<file path="src/rtl/posit_encoder_pipe.sv">
// Posit encoder: {sign, regime k, exponent, fraction, zero, NaR} -> WIDTH-bit posit, RNE, saturating; 3-cycle latency.
// Valid/ready pipeline holding up to 3 beats; a stalled output keeps q and out_valid stable.
module posit_encoder_pipe #(
  parameter int WIDTH = 8,
  parameter int ES    = 1,
  parameter int W_REG = $clog2(WIDTH) + 1,
  parameter int W_MAN = WIDTH
) (
  input  logic                    clk,
  input  logic                    rst_n,
  input  logic                    in_valid,
  output logic                    in_ready,
  input  logic                    in_sign,
  input  logic                    in_zero,
  input  logic                    in_nar,
  input  logic signed [W_REG-1:0] in_regime,
  input  logic        [ES-1:0]    in_exponent,
  input  logic        [W_MAN-1:0] in_mantissa,
  output logic                    out_valid,
  input  logic                    out_ready,
  output logic        [WIDTH-1:0] q
);

  // Longest regime run the signed input can express is 2^(W_REG-1) bits.
  localparam int RMAX = 1 << (W_REG - 1);
  localparam int V    = RMAX + 1 + ES + W_MAN;

  logic en1, en2, en3;

  logic             s1_vld, s1_sign, s1_zero, s1_nar, s1_guard, s1_sticky;
  logic [WIDTH-2:0] s1_body;
  logic             s2_vld, s2_sign, s2_zero, s2_nar;
  logic [WIDTH-2:0] s2_body;

  assign en3       = !out_valid || out_ready;
  assign en2       = !s2_vld || en3;
  assign en1       = !s1_vld || en2;
  assign in_ready  = en1;

  logic signed [W_REG:0] k_ext;
  logic        [W_REG:0] run_len;
  logic        [W_REG:0] shamt;
  logic        [V-1:0]   ideal;
  logic        [V-1:0]   aligned;

  // Build the widest possible regime run, then shift off the excess so exactly run_len bits remain.
  always_comb begin
    k_ext = {in_regime[W_REG-1], in_regime};
    if (in_regime[W_REG-1]) begin
      run_len = -k_ext;
      ideal   = {{RMAX{1'b0}}, 1'b1, in_exponent, in_mantissa};
    end else begin
      run_len = k_ext + (W_REG+1)'(1);
      ideal   = {{RMAX{1'b1}}, 1'b0, in_exponent, in_mantissa};
    end
    shamt   = (W_REG+1)'(RMAX) - run_len;
    aligned = ideal << shamt;
  end

  logic [WIDTH-1:0] sum;
  logic [WIDTH-2:0] rounded;
  logic             round_up;

  // Clamping keeps nonzero values off the zero pattern and away from NaR.
  always_comb begin
    round_up = s1_guard && (s1_sticky || s1_body[0]);
    sum      = {1'b0, s1_body} + WIDTH'(round_up);
    if (sum[WIDTH-1]) begin
      rounded = '1;
    end else if (sum == '0) begin
      rounded = (WIDTH-1)'(1);
    end else begin
      rounded = sum[WIDTH-2:0];
    end
  end

  logic [WIDTH-1:0] mag;
  logic [WIDTH-1:0] q_next;

  always_comb begin
    mag = {1'b0, s2_body};
    if (s2_nar) begin
      q_next = {1'b1, {(WIDTH-1){1'b0}}};
    end else if (s2_zero) begin
      q_next = '0;
    end else if (s2_sign) begin
      q_next = -mag;
    end else begin
      q_next = mag;
    end
  end

  always_ff @(posedge clk or negedge rst_n) begin
    if (!rst_n) begin
      s1_vld    <= 1'b0;
      s1_sign   <= 1'b0;
      s1_zero   <= 1'b0;
      s1_nar    <= 1'b0;
      s1_guard  <= 1'b0;
      s1_sticky <= 1'b0;
      s1_body   <= '0;
      s2_vld    <= 1'b0;
      s2_sign   <= 1'b0;
      s2_zero   <= 1'b0;
      s2_nar    <= 1'b0;
      s2_body   <= '0;
      out_valid <= 1'b0;
      q         <= '0;
    end else begin
      if (en1) begin
        s1_vld <= in_valid;
        if (in_valid) begin
          s1_sign   <= in_sign;
          s1_zero   <= in_zero;
          s1_nar    <= in_nar;
          s1_body   <= aligned[V-1 -: WIDTH-1];
          s1_guard  <= aligned[V-WIDTH];
          s1_sticky <= |aligned[V-WIDTH-1:0];
        end
      end
      if (en2) begin
        s2_vld <= s1_vld;
        if (s1_vld) begin
          s2_sign <= s1_sign;
          s2_zero <= s1_zero;
          s2_nar  <= s1_nar;
          s2_body <= rounded;
        end
      end
      if (en3) begin
        out_valid <= s2_vld;
        if (s2_vld) begin
          q <= q_next;
        end
      end
    end
  end

endmodule

</file>
<file path="config.mk">
export PLATFORM = sky130hd
export DESIGN_NAME = posit_encoder_pipe
export DESIGN_NICKNAME = d
export VERILOG_FILES = /design/src/rtl/posit_encoder_pipe.sv
export SDC_FILE = /design/constraint.sdc
export NUM_CORES = 1
export LEC_CHECK = 0
export CORE_MARGIN = 1
export CORE_UTILIZATION = 53
export CTS_BUF_LIST = sky130_fd_sc_hd__clkbuf_2
export DETAILED_ROUTE_END_ITERATION = 16
export HOLD_SLACK_MARGIN = 0.02
export MAX_ROUTING_LAYER = met4
export PLACE_DENSITY = 0.85
export SLEW_MARGIN = 10
export SYNTH_ARGS = -nofsm -noshare
export SYNTH_HDL_FRONTEND = slang
export SYNTH_SLANG_ARGS = --single-unit
</file>
<file path="constraint.sdc">
create_clock -name clk -period 1.78 [get_ports clk]
set_input_delay 0.267 -clock clk [delete_from_list [all_inputs] [get_ports clk]]
set_output_delay 0.267 -clock clk [all_outputs]
set_load 0.01 [all_outputs]
</file>
# Word-level counts from Yosys, hierarchy flattened
# Cells that the tools add are included.
word_totals:
  reg_bits: 33
  word_cells: 40
  out_inout_bits: 10
  input_bits: 20
classes:
  n_shift: 1
  n_reduce_logical: 13
  n_mux: 7
  addsub: 5
op_table:
  columns: ["cell", "count"]
  rows:
  - ["two-way mux 8 bit", 3]
  - ["two-way mux 18 bit", 1]
  - ["<< shifter 18 x 5 -> 18 bit", 1]
  - ["two-way mux 7 bit", 2]
  - ["OR reduction 10 bit", 1]
  - ["adder 7 x 1 -> 8 bit", 1]
  - ["logical NOT 8 bit", 1]
  - ["negation 7 -> 8 bit", 1]
  - ["AND reduction 2 bit", 3]
  - ["adder 4 x 2 -> 5 bit, second input constant", 1]
  - ["two-way mux 5 bit", 1]
  - ["negation 4 -> 5 bit", 1]
  - ["subtractor 4 x 5 -> 5 bit, first input constant", 1]
  - ["logical OR 1 bit", 4]
  - ["logical NOT 1 bit", 3]
  - ["logical AND 1 bit", 1]

# Longest topological paths before layout
depth:
  depth_word: 6
  ltp_mapped: 9
  ltp_nobuf: 9

# Worst setup path before layout
# No wires, ideal clock.
synth_timing:
  path_kind: "input port to flip-flop"
  from: "input port in_regime[1]"
  to: "register s1_body[1]"
  n_path_buf: 1
  setup_ns: 0.077
  required_time_ns: 1.703
  setup_slack_ns: -0.583
  stages: 9
  arrival_ns: 2.287
  cell_sequence: "clkbuf_1 > inv_1 > ha_1 > nor3b_1 > a311oi_1 > nor3_2 > xor2_2 > mux2_2 > o21ai_1"
synth_between:
  elab_chain_cells: 4
  elab_cells_between_ends: 5
  classes_between: "add/sub: 3; shift: 1; mux: 1"
synth_lines:
  columns: ["item", "line_no", "rtl"]
  rows:
  - ["from (decl)", "16", "input logic signed [W_REG-1:0] in_regime,"]
  - ["adder 4 x 2 -> 5 bit or negation 4 -> 5 bit (tied branches)", "53, 50", null]
  - ["two-way mux 5 bit (*)", "49", "if (in_regime[W_REG-1]) begin"]
  - ["subtractor 4 x 5 -> 5 bit (*)", "56", "shamt = (W_REG+1)'(RMAX) - run_len;"]
  - ["<< shifter 18 x 5 -> 18 bit (*)", "57", "aligned = ideal << shamt;"]
  - ["to (signal assigned)", "116", "s1_body <= aligned[V-1 -: WIDTH-1];"]
  - ["to (decl)", "31", "logic [WIDTH-2:0] s1_body;"]
# Every way passes the cells marked *; elsewhere a longest branch is shown, timed or not.
# A chain may end at the register's enable or synchronous reset.

# Worst setup path after layout
layout_timing:
  from: "register s1_body[0]"
  to: "register s2_body[0]"
layout_between:
  elab_chain_cells: 6
layout_lines:
  columns: ["item", "line_no", "rtl"]
  rows:
  - ["logical OR 1 bit", "66", "round_up = s1_guard && (s1_sticky || s1_body[0]);"]
  - ["logical AND 1 bit", "66", null]
  - ["adder 7 x 1 -> 8 bit (*)", "67", "sum = {1'b0, s1_body} + WIDTH'(round_up);"]
  - ["logical NOT 8 bit", "70", "end else if (sum == '0) begin"]
  - ["two-way mux 7 bit", "70", null]
  - ["two-way mux 7 bit (*)", "68", "if (sum[WIDTH-1]) begin"]
  - ["to (signal assigned)", "127", "s2_body <= rounded;"]
  - ["to (decl)", "33", "logic [WIDTH-2:0] s2_body;"]
# Marked as above.

==> impl_metrics.ini <==
[critical_path]
critPathLaunchType = flop
crit_top_cell = buf_4
slowest_stage = dfrtp_1
cp.required_ns = 2.13
cp.arrival_ns = 2.19
criticalPathCategory = flop to flop
cp-end-kind = flop
crit_chain = o21a_1, ha_4, nand2_2, buf_4, buf_4, nand2_1, mux2_4, nor3_4, nor3_2, a21oi_1
slowest_delay_ns = 0.43
worst-path-max-fanout = 3

[routing]
ant_nets = 0
vias = 2730
drt_iter0_drc = 215
firstDrtPassIters = 5
vias_per_cell = 5.88
wl_per_cell_um = 16.9
drcViolationCount = 0
drt-total-wl_um = 7830

[floorplanning]
start_util = 0.551
num_rows = 25
die_w_um = 72.1
fp.dieH_um = 72.1
die_area_um2 = 5190
design.core.area_um2 = 4720
io_pins = 30

[logic_synthesis]
synth_fp_nets = 325
synth.top_cells.by_area = dfrtp_1 (32%), nand2_1 (9.2%), mux4_1 (5.1%)
synth.yosys.seq_area_share = 0.317
ys_ff_latch = 33
synth_edf_count = 0
yosys_warnings = 0
synthArstFlopShare = 1.00
synth_top_cell_by_area = dfrtp_1
netlist_instances = 298
synth_area_um2 = 2600
syn_avg_cell_area_um2 = 8.73
synth_cell_types = 62
ys.flop_type = dfrtp_1
synth_top_cell_area_share = 0.317

[grt]
grt_max_degree = 34
grt_usage = 0.318
antenna_found_initial = 0
grt_pass1_vias = 2679
grt_pass1_wl_um = 12500
grt_overflow = 0

[layout]
regMostFlops = q
layout_commonest_cell = buf_4
regArea_um2 = 826
largest_reg_flops = 8
n_fill_cell = 281
area_growth_pct = 49.6
diodes = 0
top_regs = q (8), s1_body (7), s2_body (7)
stdcell_area_um2 = 3890
drive_gt1_frac = 0.350
layout.nets = 423
final_core_util = 0.824
multi_input_area_um2 = 1940
layout_common_cells = buf_4 (64), nand2_1 (62), dfrtp_1 (33)

[clocking]
h-tree-depth = 2
clock-root-buffer = clkbuf_2
holdBufCountCts = 0
numCtsBuffers = 5
cts_buffer_depth = 2
clk_latency_ns = 0.41
cts_tree = done
clkTransAtPathRegs_ns = 0.19
clock-sinks = 33

[sta]
hold-worst-slack_ns = 0.225
fin_crit_sh = 1.03
fin_ws_ns = -0.0550
maxSlewHeadroom = 0.706
slew_violations = 0
grt_setup_unrepaired = true
fmax_mhz = 545
clock_skew_ns = 0.0146
setup_viol = 3
worstMarginPinSlew_ns = 0.437
layout_min_cycle_time_ns = 1.84
hold_viol = 0

[hold_path]
min_path_type = primary input to async pin

[power]
leakage_nw = 1.69
peakVddDrop_mv = 0.470
p_per_area_nw_per_um2 = 852

[place]
place_area_um2 = 3430
dpl.hpwl_um = 5270
dp_slack_ns = -0.831
gp_congestion = 0.885
numPortBuffers = 29

[job]
maxCapViolations = 0

[outcome]
status = finished with violations
violations = setup timing
-- layout make-up --
| cell class | instances | share of cell area |
|---|---|---|
| Sequential cell | 33 | 0.212 |
| Clock inverter | 3 | 0.0167 |
| Inverter | 9 | 0.0119 |
| Tap cell | 67 | 0.0215 |
| Timing Repair Buffer | 105 | 0.233 |
| Clock buffer | 5 | 0.00643 |
| Multi-Input combinational cell | 242 | 0.498 |
-- report_power, final --
group	total, mW	leakage, nW	switching [mW]	internal (mW)
Clock	0.659	0.0529	0.283	0.376
Combinational	1.51	1.23	0.712	0.795
Sequential	1.15	0.405	0.203	0.945
Total	3.31	1.69	1.20	2.12
-- kinds of logic after synthesis --
logic type,after synthesis,synth area share
flops,33,0.317
simple gates,124,0.235
fa+ha+maj,7,0.0337
compound gates,73,0.187
mux,24,0.136
xor+xnor,13,0.0495
buf+inv,24,0.0409
-- through the flow --
step | total power, mW | setup TNS, ns | instances
after floorplan | 1.85 | -1.23 | 298
after global placement | 2.34 | -6.38 | 437
after detailed placement | 2.40 | -7.22 | 437
after CTS | 3.22 | -0.0565 | 461
after global routing | 3.49 | -0.544 | 464
final | 3.31 | -0.0666 | 464
-- routing by layer --
metal	vias to the layer above	wire [um]	share of wire	global-route usage
li1	1283	-	-	-
met1	1334	3090	0.39	0.360
met2	86	4240	0.54	0.562
met4	0	203	0.026	0.133
met5	-	0	0	-
met3	27	290	0.037	0.0486
-- cell usage after synthesis, drive strengths merged (7+ instances only) --
library cell / instances
ha: 7
dfrtp: 33
nand2: 64
nor2: 11
nor3: 8
inv: 9
a21oi: 12
xor2: 7
nand3: 8
clkbuf: 11
mux2i: 11
mux4: 7
o21ai: 28
-- worst max-delay path, delay by kind of cell, from the launching register on --
family	cells	cell delay, ns
adders and majority gates	1	0.18
muxes	1	0.29
and+or+nand+nor	4	0.31
buffers and inverters	2	0.21
AOI/OAI and AO/OA	2	0.36
DFF	1	0.43
-- path summary, 6_finish.rpt --
check	startpoint	to	slack [ns]	cells past startpoint
worst max register to register	s1_body[0]$_DFFE_PN0P_	s2_body[0]$_DFFE_PN0P_	-0.06	10
worst max-delay path	s1_body[0]$_DFFE_PN0P_	s2_body[0]$_DFFE_PN0P_	-0.06	10
max in group asynchronous	rst_n	s1_body[0]$_DFFE_PN0P_	1.24	2
min in group clk	in_zero	s1_zero$_DFFE_PN0P_	0.37	3
worst min-delay path	rst_n	q[1]$_DFFE_PN0P_	0.23	2
worst min register to register	q[5]$_DFFE_PN0P_	q[5]$_DFFE_PN0P_	0.50	2
-- timing repair --
item,4_1_cts,5_1_grt
pin swaps,17,19
gates cloned,1,0
endpoints found under the setup margin,11,16
resized for setup,45,24
hold endpoints to repair,0,0
buffers inserted,17,4
No activity file was read; power rests on OpenSTA's default activity.
